[src/rtl/dm_arbiter_if.sv]
// Bundle of the M-stage, external-port and RAM-macro signals around dm_arbiter.
// The arbiter uses the slave view; requesters and the RAM model use the master view.
interface dm_arbiter_if #(
    parameter int ADDR_W = 12
);
    logic              cpu_req;
    logic              cpu_we;
    logic [1:0]        cpu_width;
    logic              cpu_sign;
    logic [31:0]       cpu_addr;
    logic [31:0]       cpu_wdata;
    logic [31:0]       cpu_rdata;
    logic              cpu_done;
    logic              cpu_exc;
    logic              cpu_stall;

    logic              ext_req;
    logic              ext_we;
    logic [31:0]       ext_addr;
    logic [31:0]       ext_wdata;
    logic [31:0]       ext_rdata;
    logic              ext_done;

    logic              ram_en;
    logic [3:0]        ram_we;
    logic [ADDR_W-1:0] ram_addr;
    logic [31:0]       ram_wdata;
    logic [31:0]       ram_rdata;

    modport slave (
        input  cpu_req, cpu_we, cpu_width, cpu_sign, cpu_addr, cpu_wdata,
        output cpu_rdata, cpu_done, cpu_exc, cpu_stall,
        input  ext_req, ext_we, ext_addr, ext_wdata,
        output ext_rdata, ext_done,
        output ram_en, ram_we, ram_addr, ram_wdata,
        input  ram_rdata
    );

    modport master (
        output cpu_req, cpu_we, cpu_width, cpu_sign, cpu_addr, cpu_wdata,
        input  cpu_rdata, cpu_done, cpu_exc, cpu_stall,
        output ext_req, ext_we, ext_addr, ext_wdata,
        input  ext_rdata, ext_done,
        input  ram_en, ram_we, ram_addr, ram_wdata,
        output ram_rdata
    );
endinterface

[src/rtl/dm_arbiter.sv]
// Shares a single-port, 1-cycle-latency data RAM between the M-stage load/store
// path and an external word port; builds byte enables, load extension and stall.
module dm_arbiter #(
    parameter int ADDR_W = 12,
    parameter int STARVE = 4
) (
    input  logic        clk,
    input  logic        reset,
    dm_arbiter_if.slave bus
);
    typedef enum logic [1:0] {IDLE, CPU_RD, EXT_RD} state_t;

    localparam logic [3:0] STARVE_C = 4'(STARVE);

    state_t      state, state_nxt;
    logic [3:0]  wait_cnt;
    logic [1:0]  rd_off;
    logic [1:0]  rd_width;
    logic        rd_sign;

    logic        cpu_byte, cpu_half, misaligned;
    logic        ext_win, cpu_win;
    logic [3:0]  store_be;
    logic [31:0] store_data;
    logic [7:0]  load_byte;
    logic [15:0] load_half;
    logic [31:0] load_ext;
    logic        unused_bits;

    assign unused_bits = ^{bus.cpu_addr[31:ADDR_W+2], bus.ext_addr[31:ADDR_W+2],
                           bus.ext_addr[1:0]};

    assign cpu_byte   = (bus.cpu_width == 2'b10);
    assign cpu_half   = (bus.cpu_width == 2'b01);
    assign misaligned = (cpu_half & bus.cpu_addr[0]) |
                        (~cpu_half & ~cpu_byte & (|bus.cpu_addr[1:0]));

    // Grants exist only in IDLE and never while reset is held.
    assign ext_win = (state == IDLE) & ~reset & bus.ext_req &
                     ((wait_cnt == STARVE_C) | ~bus.cpu_req);
    assign cpu_win = (state == IDLE) & ~reset & bus.cpu_req & ~ext_win;

    always_comb begin
        // NOTE: every output gets a default before any branch so no latch is inferred.
        store_be   = 4'b1111;
        store_data = bus.cpu_wdata;
        if (cpu_byte) begin
            store_be   = 4'b0001 << bus.cpu_addr[1:0];
            store_data = {4{bus.cpu_wdata[7:0]}};
        end else if (cpu_half) begin
            store_be   = bus.cpu_addr[1] ? 4'b1100 : 4'b0011;
            store_data = {2{bus.cpu_wdata[15:0]}};
        end
    end

    always_comb begin
        load_byte = bus.ram_rdata[{rd_off, 3'b000} +: 8];
        load_half = rd_off[1] ? bus.ram_rdata[31:16] : bus.ram_rdata[15:0];
        unique case (rd_width)
            2'b10:   load_ext = {{24{rd_sign & load_byte[7]}}, load_byte};
            2'b01:   load_ext = {{16{rd_sign & load_half[15]}}, load_half};
            default: load_ext = bus.ram_rdata;
        endcase
    end

    always_comb begin
        state_nxt     = state;
        bus.cpu_rdata = '0;
        bus.cpu_done  = 1'b0;
        bus.cpu_exc   = 1'b0;
        bus.ext_rdata = '0;
        bus.ext_done  = 1'b0;
        bus.ram_en    = 1'b0;
        bus.ram_we    = '0;
        bus.ram_addr  = '0;
        bus.ram_wdata = '0;

        // A read pending at reset is dropped: no done in the reset cycle.
        if (!reset) begin
            unique case (state)
                IDLE: begin
                    if (ext_win) begin
                        bus.ram_en   = 1'b1;
                        bus.ram_addr = bus.ext_addr[ADDR_W+1:2];
                        if (bus.ext_we) begin
                            bus.ram_we    = 4'b1111;
                            bus.ram_wdata = bus.ext_wdata;
                            bus.ext_done  = 1'b1;
                        end else begin
                            state_nxt = EXT_RD;
                        end
                    end else if (cpu_win) begin
                        if (misaligned) begin
                            bus.cpu_exc  = 1'b1;
                            bus.cpu_done = 1'b1;
                        end else begin
                            bus.ram_en   = 1'b1;
                            bus.ram_addr = bus.cpu_addr[ADDR_W+1:2];
                            if (bus.cpu_we) begin
                                bus.ram_we    = store_be;
                                bus.ram_wdata = store_data;
                                bus.cpu_done  = 1'b1;
                            end else begin
                                state_nxt = CPU_RD;
                            end
                        end
                    end
                end
                CPU_RD: begin
                    bus.cpu_done  = 1'b1;
                    bus.cpu_rdata = load_ext;
                    state_nxt     = IDLE;
                end
                EXT_RD: begin
                    bus.ext_done  = 1'b1;
                    bus.ext_rdata = bus.ram_rdata;
                    state_nxt     = IDLE;
                end
                default: state_nxt = IDLE;
            endcase
        end
    end

    assign bus.cpu_stall = bus.cpu_req & ~bus.cpu_done;

    always_ff @(posedge clk) begin
        // NOTE: sequential state uses non-blocking assignments only.
        if (reset) begin
            state    <= IDLE;
            wait_cnt <= '0;
        end else begin
            state <= state_nxt;
            // The EXT_RD cycle is ext being served, so it does not count as waiting.
            if (!bus.ext_req || ext_win || state == EXT_RD) begin
                wait_cnt <= '0;
            end else if (wait_cnt != STARVE_C) begin
                wait_cnt <= wait_cnt + 4'd1;
            end
        end
    end

    // NOTE: load attributes are pure datapath, only meaningful after a grant, so no reset.
    always_ff @(posedge clk) begin
        if (cpu_win && !bus.cpu_we) begin
            rd_off   <= bus.cpu_addr[1:0];
            rd_width <= bus.cpu_width;
            rd_sign  <= bus.cpu_sign;
        end
    end
endmodule
[src/flat_wrapper.sv]
// flat-port wrapper written by rule: the top's interface ports become plain ports
module dm_arbiter_flat 
#(
    parameter int ADDR_W = 12,
    parameter int STARVE = 4
)
  (clk, reset, bus_cpu_req, bus_cpu_we, bus_cpu_width, bus_cpu_sign, bus_cpu_addr, bus_cpu_wdata, bus_cpu_rdata, bus_cpu_done, bus_cpu_exc, bus_cpu_stall, bus_ext_req, bus_ext_we, bus_ext_addr, bus_ext_wdata, bus_ext_rdata, bus_ext_done, bus_ram_en, bus_ram_we, bus_ram_addr, bus_ram_wdata, bus_ram_rdata);
  dm_arbiter_if #(.ADDR_W(ADDR_W)) bus_i ();
  input  logic clk;
  input  logic reset;
  input wire logic [$bits(bus_i.cpu_req)-1:0] bus_cpu_req;
  input wire logic [$bits(bus_i.cpu_we)-1:0] bus_cpu_we;
  input wire logic [$bits(bus_i.cpu_width)-1:0] bus_cpu_width;
  input wire logic [$bits(bus_i.cpu_sign)-1:0] bus_cpu_sign;
  input wire logic [$bits(bus_i.cpu_addr)-1:0] bus_cpu_addr;
  input wire logic [$bits(bus_i.cpu_wdata)-1:0] bus_cpu_wdata;
  output wire logic [$bits(bus_i.cpu_rdata)-1:0] bus_cpu_rdata;
  output wire logic [$bits(bus_i.cpu_done)-1:0] bus_cpu_done;
  output wire logic [$bits(bus_i.cpu_exc)-1:0] bus_cpu_exc;
  output wire logic [$bits(bus_i.cpu_stall)-1:0] bus_cpu_stall;
  input wire logic [$bits(bus_i.ext_req)-1:0] bus_ext_req;
  input wire logic [$bits(bus_i.ext_we)-1:0] bus_ext_we;
  input wire logic [$bits(bus_i.ext_addr)-1:0] bus_ext_addr;
  input wire logic [$bits(bus_i.ext_wdata)-1:0] bus_ext_wdata;
  output wire logic [$bits(bus_i.ext_rdata)-1:0] bus_ext_rdata;
  output wire logic [$bits(bus_i.ext_done)-1:0] bus_ext_done;
  output wire logic [$bits(bus_i.ram_en)-1:0] bus_ram_en;
  output wire logic [$bits(bus_i.ram_we)-1:0] bus_ram_we;
  output wire logic [$bits(bus_i.ram_addr)-1:0] bus_ram_addr;
  output wire logic [$bits(bus_i.ram_wdata)-1:0] bus_ram_wdata;
  input wire logic [$bits(bus_i.ram_rdata)-1:0] bus_ram_rdata;
  assign bus_i.cpu_req = bus_cpu_req;
  assign bus_i.cpu_we = bus_cpu_we;
  assign bus_i.cpu_width = bus_cpu_width;
  assign bus_i.cpu_sign = bus_cpu_sign;
  assign bus_i.cpu_addr = bus_cpu_addr;
  assign bus_i.cpu_wdata = bus_cpu_wdata;
  assign bus_cpu_rdata = bus_i.cpu_rdata;
  assign bus_cpu_done = bus_i.cpu_done;
  assign bus_cpu_exc = bus_i.cpu_exc;
  assign bus_cpu_stall = bus_i.cpu_stall;
  assign bus_i.ext_req = bus_ext_req;
  assign bus_i.ext_we = bus_ext_we;
  assign bus_i.ext_addr = bus_ext_addr;
  assign bus_i.ext_wdata = bus_ext_wdata;
  assign bus_ext_rdata = bus_i.ext_rdata;
  assign bus_ext_done = bus_i.ext_done;
  assign bus_ram_en = bus_i.ram_en;
  assign bus_ram_we = bus_i.ram_we;
  assign bus_ram_addr = bus_i.ram_addr;
  assign bus_ram_wdata = bus_i.ram_wdata;
  assign bus_i.ram_rdata = bus_ram_rdata;
  dm_arbiter #(.ADDR_W(ADDR_W), .STARVE(STARVE)) u_core (.clk(clk), .reset(reset), .bus(bus_i));
endmodule
[config.mk]
export PLATFORM = sky130hd
export DESIGN_NAME = dm_arbiter_flat
export DESIGN_NICKNAME = d
export VERILOG_FILES = /design/src/rtl/dm_arbiter_if.sv /design/src/rtl/dm_arbiter.sv /design/src/flat_wrapper.sv
export SDC_FILE = /design/constraint.sdc
export NUM_CORES = 1
export LEC_CHECK = 0
export ABC_AREA = 1
export CAP_MARGIN = 30
export CORE_AREA = 3 3 110 112
export CTS_CLUSTER_SIZE = 12
export DETAILED_ROUTE_END_ITERATION = 8
export DIE_AREA = 0 0 113 115
export PLACE_DENSITY = 0.7
export SLEW_MARGIN = 20
export SYNTH_ARGS = -nofsm -noshare
export SYNTH_HDL_FRONTEND = slang
export SYNTH_SLANG_ARGS = --single-unit
[constraint.sdc]
create_clock -name clk -period 2 [get_ports clk]
set_input_delay 0.2 -clock clk [delete_from_list [all_inputs] [get_ports clk]]
set_output_delay 0.2 -clock clk [all_outputs]
set_load 0.005 [all_outputs]
# --- Word level (Yosys, flattened, before mapping) ---
# Index checks and enable logic that the tools add are counted.
totals:
  in_bits: 169
  ram_bits: 0
  output_inout_bits: 117
  wordCells: 105
  mem_bits_ro: 0
  memories: 0
  latch_bits: 0
  register_bits: 11
classes:
  order_cmp: 0
  n_eq_ne: 11
  div: 0
  bitwise: 20
  reduce_logical: 11
  addsub: 1
  n_mux: 55
  shifts: 2
  multipliers: 0
op_table:
  columns: ["cell", "count"]
  rows:
  - ["$mux W32", 13]
  - ["$pmux W32 S2", 1]
  - ["$mux W12", 5]
  - ["$mux W4", 10]
  - ["$shiftx A32 B6 Y8", 1]
  - ["$mux W1", 18]
  - ["$mux W16", 1]
  - ["$and A1 B1 Y1", 11]
  - ["$mux W2", 5]
  - ["$not A1 Y1", 7]
  - ["$eq A2 B1 Y1 const B", 3]
  - ["$eq A2 B2 Y1 const B", 3]
  - ["$reduce_or A2 Y1", 3]
  - ["$add A4 B1 Y4 const B", 1]
  - ["$eq A4 B3 Y1 const B", 1]
  - ["$ne A2 B2 Y1 const B", 2]
  - ["$ne A4 B3 Y1 const B", 1]
  - ["$pmux W1 S2", 2]
  - ["$reduce_and A4 Y1", 1]
  - ["$shl A1 B2 Y4 const A", 1]
  - ["$logic_not A1 Y1", 2]
  - ["$logic_not A2 Y1", 1]
  - ["$logic_or A1 B1 Y1", 2]
  - ["$ne A2 B1 Y1 const B", 1]
  - ["other kinds (3)", 4]

# --- Longest topological paths before layout ---
logic_depth:
  depth_word: 12
  ltp_mapped: 11

# --- Least setup slack after synthesis ---
# OpenSTA, ideal clock, no wires.
synth_timing:
  path_type: "reg-to-reg"
  start: "reg u_core.wait_cnt[0]"
  end: "reg u_core.rd_off[0] (enable)"
  setup_ns: 0.339
  stages_incl_launch_ff: 9
  path_slack_ns: 0.282
  arrival_ns: 1.379
  cell_sequence: "dfxtp_1 -> inv_1 -> ha_1 -> nand3_2 -> nand2_1 -> nand2_2 -> nand2_2 -> buf_2 -> nor2_1"
synth_between:
  elab_chain_cells: 6
synth_lines:
  columns: ["element", "line", "source"]
  rows:
  - ["start: declaration", "dm_arbiter.sv:16", "logic [3:0] wait_cnt;"]
  - ["start signal: assignment", "dm_arbiter.sv:137", "wait_cnt <= wait_cnt + 4'd1;"]
  - ["$eq A4 B3 Y1", "dm_arbiter.sv:40", "((wait_cnt == STARVE_C) | ~bus.cpu_req);"]
  - ["$or A1 B1 Y1", "dm_arbiter.sv:40", null]
  - ["$and A1 B1 Y1", "dm_arbiter.sv:39", "assign ext_win = (state == IDLE) & ~reset & bus.ext_req &"]
  - ["$not A1 Y1", "dm_arbiter.sv:41", "assign cpu_win = (state == IDLE) & ~reset & bus.cpu_req & ~ext_win;"]
  - ["$and A1 B1 Y1", "dm_arbiter.sv:41", null]
  - ["$logic_and A1 B1 Y1", "dm_arbiter.sv:144", "if (cpu_win && !bus.cpu_we) begin"]
  - ["end signal: assignment", "dm_arbiter.sv:145", "rd_off <= bus.cpu_addr[1:0];"]
  - ["end: declaration", "dm_arbiter.sv:17", "logic [1:0] rd_off;"]
# Every way passes these cells.
# A chain may end at the register's enable or synchronous reset.

# --- Final worst setup path ---
layout_timing:
  start: "reg u_core.wait_cnt[0]"
  end: "out bus_ram_wdata[21]"
layout_between:
  elab_chain_cells: 9
layout_lines:
  columns: ["element", "line", "source"]
  rows:
  - ["$eq A4 B3 Y1 *", "dm_arbiter.sv:40", null]
  - ["$or A1 B1 Y1 *", "dm_arbiter.sv:40", null]
  - ["$and A1 B1 Y1 *", "dm_arbiter.sv:39", null]
  - ["$not A1 Y1", "dm_arbiter.sv:41", null]
  - ["$and A1 B1 Y1", "dm_arbiter.sv:41", null]
  - ["$mux W32", "dm_arbiter.sv:92", "end else if (cpu_win) begin"]
  - ["$mux W32 *", "dm_arbiter.sv:82", "if (ext_win) begin"]
  - ["$mux W32 *", "dm_arbiter.sv:80", "unique case (state)"]
  - ["$mux W32 *", "dm_arbiter.sv:79", "if (!reset) begin"]
  - ["end: declaration", "flat_wrapper.sv:30", "output wire logic [$bits(bus_i.ram_wdata)-1:0] bus_ram_wdata;"]
# Every way passes the cells marked *; elsewhere a longest branch is shown, timed or not.

==> results.yml <==
global_routing:
  grt_pass1_vias: 4802
  antenna_found_initial: 1
  grt_pass1_wl_mm: 23.6
  grt_max_degree: 24
  track_usage_pct: 22.1
  grt_overflow_total: 0
synth:
  synth_cells: 580
  synthDistinctLibCells: 29
  synth_area_sq_um: 2790
  avgSynthCellArea_sq_um: 4.80
  synth_edf_count: 5
  ys_ff_latch: 11
  ys_seq_area_share_pct: 9.70
  synth_nets: 756
  async_flop_share_pct: 0
  yosys_warnings: 0
  synthFlopType: "dfxtp_1"
status:
  violations: "negative setup slack"
  status: "complete, but fails checks"
pwr:
  p_per_area_nw_per_um2: 258
  peakVddDrop_mv: 0.181
  p_leak_uw: 0.00366
  p_total_uw: 1840
cts:
  path_clk_slew_ns: 0.04
  ctsLongestPathBuffers: 2
  cts.sinks: 11
  holdBufCountCts: 0
  htreeDepth: 1
  cts_tree: "done"
  cts_buffers: 3
  cts_root_buffer: "clkbuf_16"
  clk-insertion-delay-late_ns: 0.24
worst_hold_path:
  worstHoldPathType: "input pin to flip-flop"
  holdPathStages: 1
detailed_routing:
  wl_met2_mm: 8.45
  vias: 5041
  top_layer_used: "met4"
  wl_met1_mm: 5.80
  wl_per_cell_microns: 14.7
  dr.pass1.iters: 5
  viasPerCell: 4.65
  post-route-drc-count: 0
  final_antenna_net_count: 0
  dr_wl_met3_mm: 1.39
  first_iter_violations: 206
  drt-total-wl_mm: 15.9
worst_setup_path:
  max_stage_delay_ns: 0.32
  path_delay_family: "buffers and inverters"
  r2r_cells: 11
  crit_chain: "inv_2 > ha_4 > nand3_4 > nand2_4 > nand2_4 > buf_12 > nor2_4 > buf_12 > buf_8 > buf_6 > nand2_2 > o21ai_1 > buf_2"
  crit_fanout: 4
  worst_setup_path_start_kind: "flip-flop"
  arrival_ns: 1.88
  crit_buf_inv: 6
  cp_num_cells: 13
  cpMaxStageDelayCell: "dfxtp_2"
  crit_type: "flip-flop to output pin"
  end_kind: "output pin"
  required_ns: 1.80
sta:
  tns_ns: -0.954
  slew_viol_final: 0
  fmax_mhz: 481
  period_share_pct: 104
  rsz0062_at_grt: "yes"
  fin_skew_ns: 0.00404
  setup-violations-final: 31
  hold_viol: 0
  relSlewSlack_pct: 75.7
  fin_crit_ns: 2.08
  setup_slack_ns: -0.0781
  worst_pin_slew_ns: 0.365
die:
  ios: 286
  die_h_microns: 115
  rows: 39
  dieArea_sq_um: 13000
  fp.dieW_microns: 113
  initial_utilization_pct: 24.6
  core_sq_um: 11300
job:
  cap_violations: 0
place:
  port_buffers: 247
  hpwl_mm: 11.6
  dp.cells: 1028
  place.gp.congestion: 0.857
cells_and_area:
  fin_util_pct: 62.7
  area_growth_pct: 155
  fin_cells: 1083
  nets: 1116
  layout-drive-gt1-share_pct: 37.2
  fill_cells: 1021
==> metal layers <==
layer  track usage, %  vias up
li1                 -     2551
met1             24.4     2229
met2             42.6      239
met3             4.68       22
met4             5.53        0
met5                0        -
==> path summary, 6_finish.rpt <==
path | from | endpoint | slack (ns)
worst max-delay path | u_core.wait_cnt[0] | bus_ram_wdata[21] | -0.08
worst min-delay path | bus_cpu_width[1] | u_core.rd_width[1] | 0.30
worst max register to register | u_core.wait_cnt[0] | u_core.rd_off[0] | 0.28
worst min register to register | u_core.wait_cnt[3] | u_core.wait_cnt[3] | 0.58
==> state kept, by name, indices dropped and copies added (netlist names) <==
register / cells
u_core.wait_cnt: 4
u_core.rd_off: 2
u_core.rd_sign: 1
u_core.rd_width: 2
u_core.state: 2
==> cells by family after synthesis <==
family          after synthesis  synth area share, %
simple gates                372                 54.1
compound gates               94                 18.1
flops                        11                 9.70
buf+inv                      95                 14.6
xor+xnor                      1                0.315
fa+ha+maj                     7                 3.14
==> cells in the mapped netlist, types with 2 or more instances <==
cell        n  area share, %
a21oi_1    34            6.1
clkbuf_1   17            2.3
a31oi_1     3           0.67
edfxtp_1    5            5.4
buf_2       8            1.4
a21boi_0    7            1.9
buf_4       3           0.81
inv_2       2           0.27
ha_1        7            3.1
nand2_1   204             27
nor2_1    101             14
nand4_1     3           0.67
clkinv_1    3           0.40
o21ai_0    46            8.3
nand3_1    53            9.5
o21ai_2     2           0.63
nor2_2      2           0.45
buf_6       4            1.6
nand2_2     5            1.1
dfxtp_1     6            4.3
inv_1      57            7.7
==> layout by cell type, fill, tap and decap left out, drive strengths merged <==
cell type      instances
nand2                210
buf                  198
clkdlybuf4s50        157
nor2                 104
inv                   59
nand3                 54
o21ai                 48
a21oi                 34
clkbuf                22
a21boi                 7
ha                     7
dlygate4sd2            6
dfxtp                  6
edfxtp                 5
clkinv                 3
nand4                  3
clkdlybuf4s15          3
dlymetal6s2s           3
a31oi                  3
bufbuf                 2
diode                  1
or2                    1
o21a                   1
and3                   1
a211oi                 1
xnor2                  1
==> power breakdown <==
group / total, uW / switching [uW] / internal, uW
logic: 1220 / 532 / 685
clock network: 369 / 101 / 268
registers: 250 / 5.64 / 244
==> area by class of cell <==
type | count | area [sq um] | area share (%)
Sequential cell | 11 | 274 | 3.86
Antenna cell | 1 | 2.50 | 0.0352
Timing Repair Buffer | 387 | 3610 | 50.9
Inverter | 62 | 241 | 3.40
Multi-Input combinational cell | 475 | 2710 | 38.2
Tap cell | 143 | 179 | 2.52
Clock buffer | 4 | 78.8 | 1.11
==> what timing repair did <==
| item | 4_1_cts | 5_1_grt |
|---|---|---|
| endpoints found under the setup margin | 85 | 98 |
| setup buffers | 34 | 18 |
| cloned | 6 | 0 |
| pin swaps | 27 | 37 |
| gates resized for setup | 370 | 203 |
==> per-stage QoR <==
| step | instance area, sq um | setup WS, ns | hold WS (ns) |
|---|---|---|---|
| floorplan | 2790 | 0.282 | 0.299 |
| global placement | 6070 | -0.553 | 0.526 |
| detailed placement | 6070 | -0.579 | 0.548 |
| CTS | 6670 | -0.252 | 0.296 |
| global route | 7100 | -0.168 | 0.315 |
| finish | 7100 | -0.0781 | 0.296 |
No activity file was read; power rests on OpenSTA's default activity.
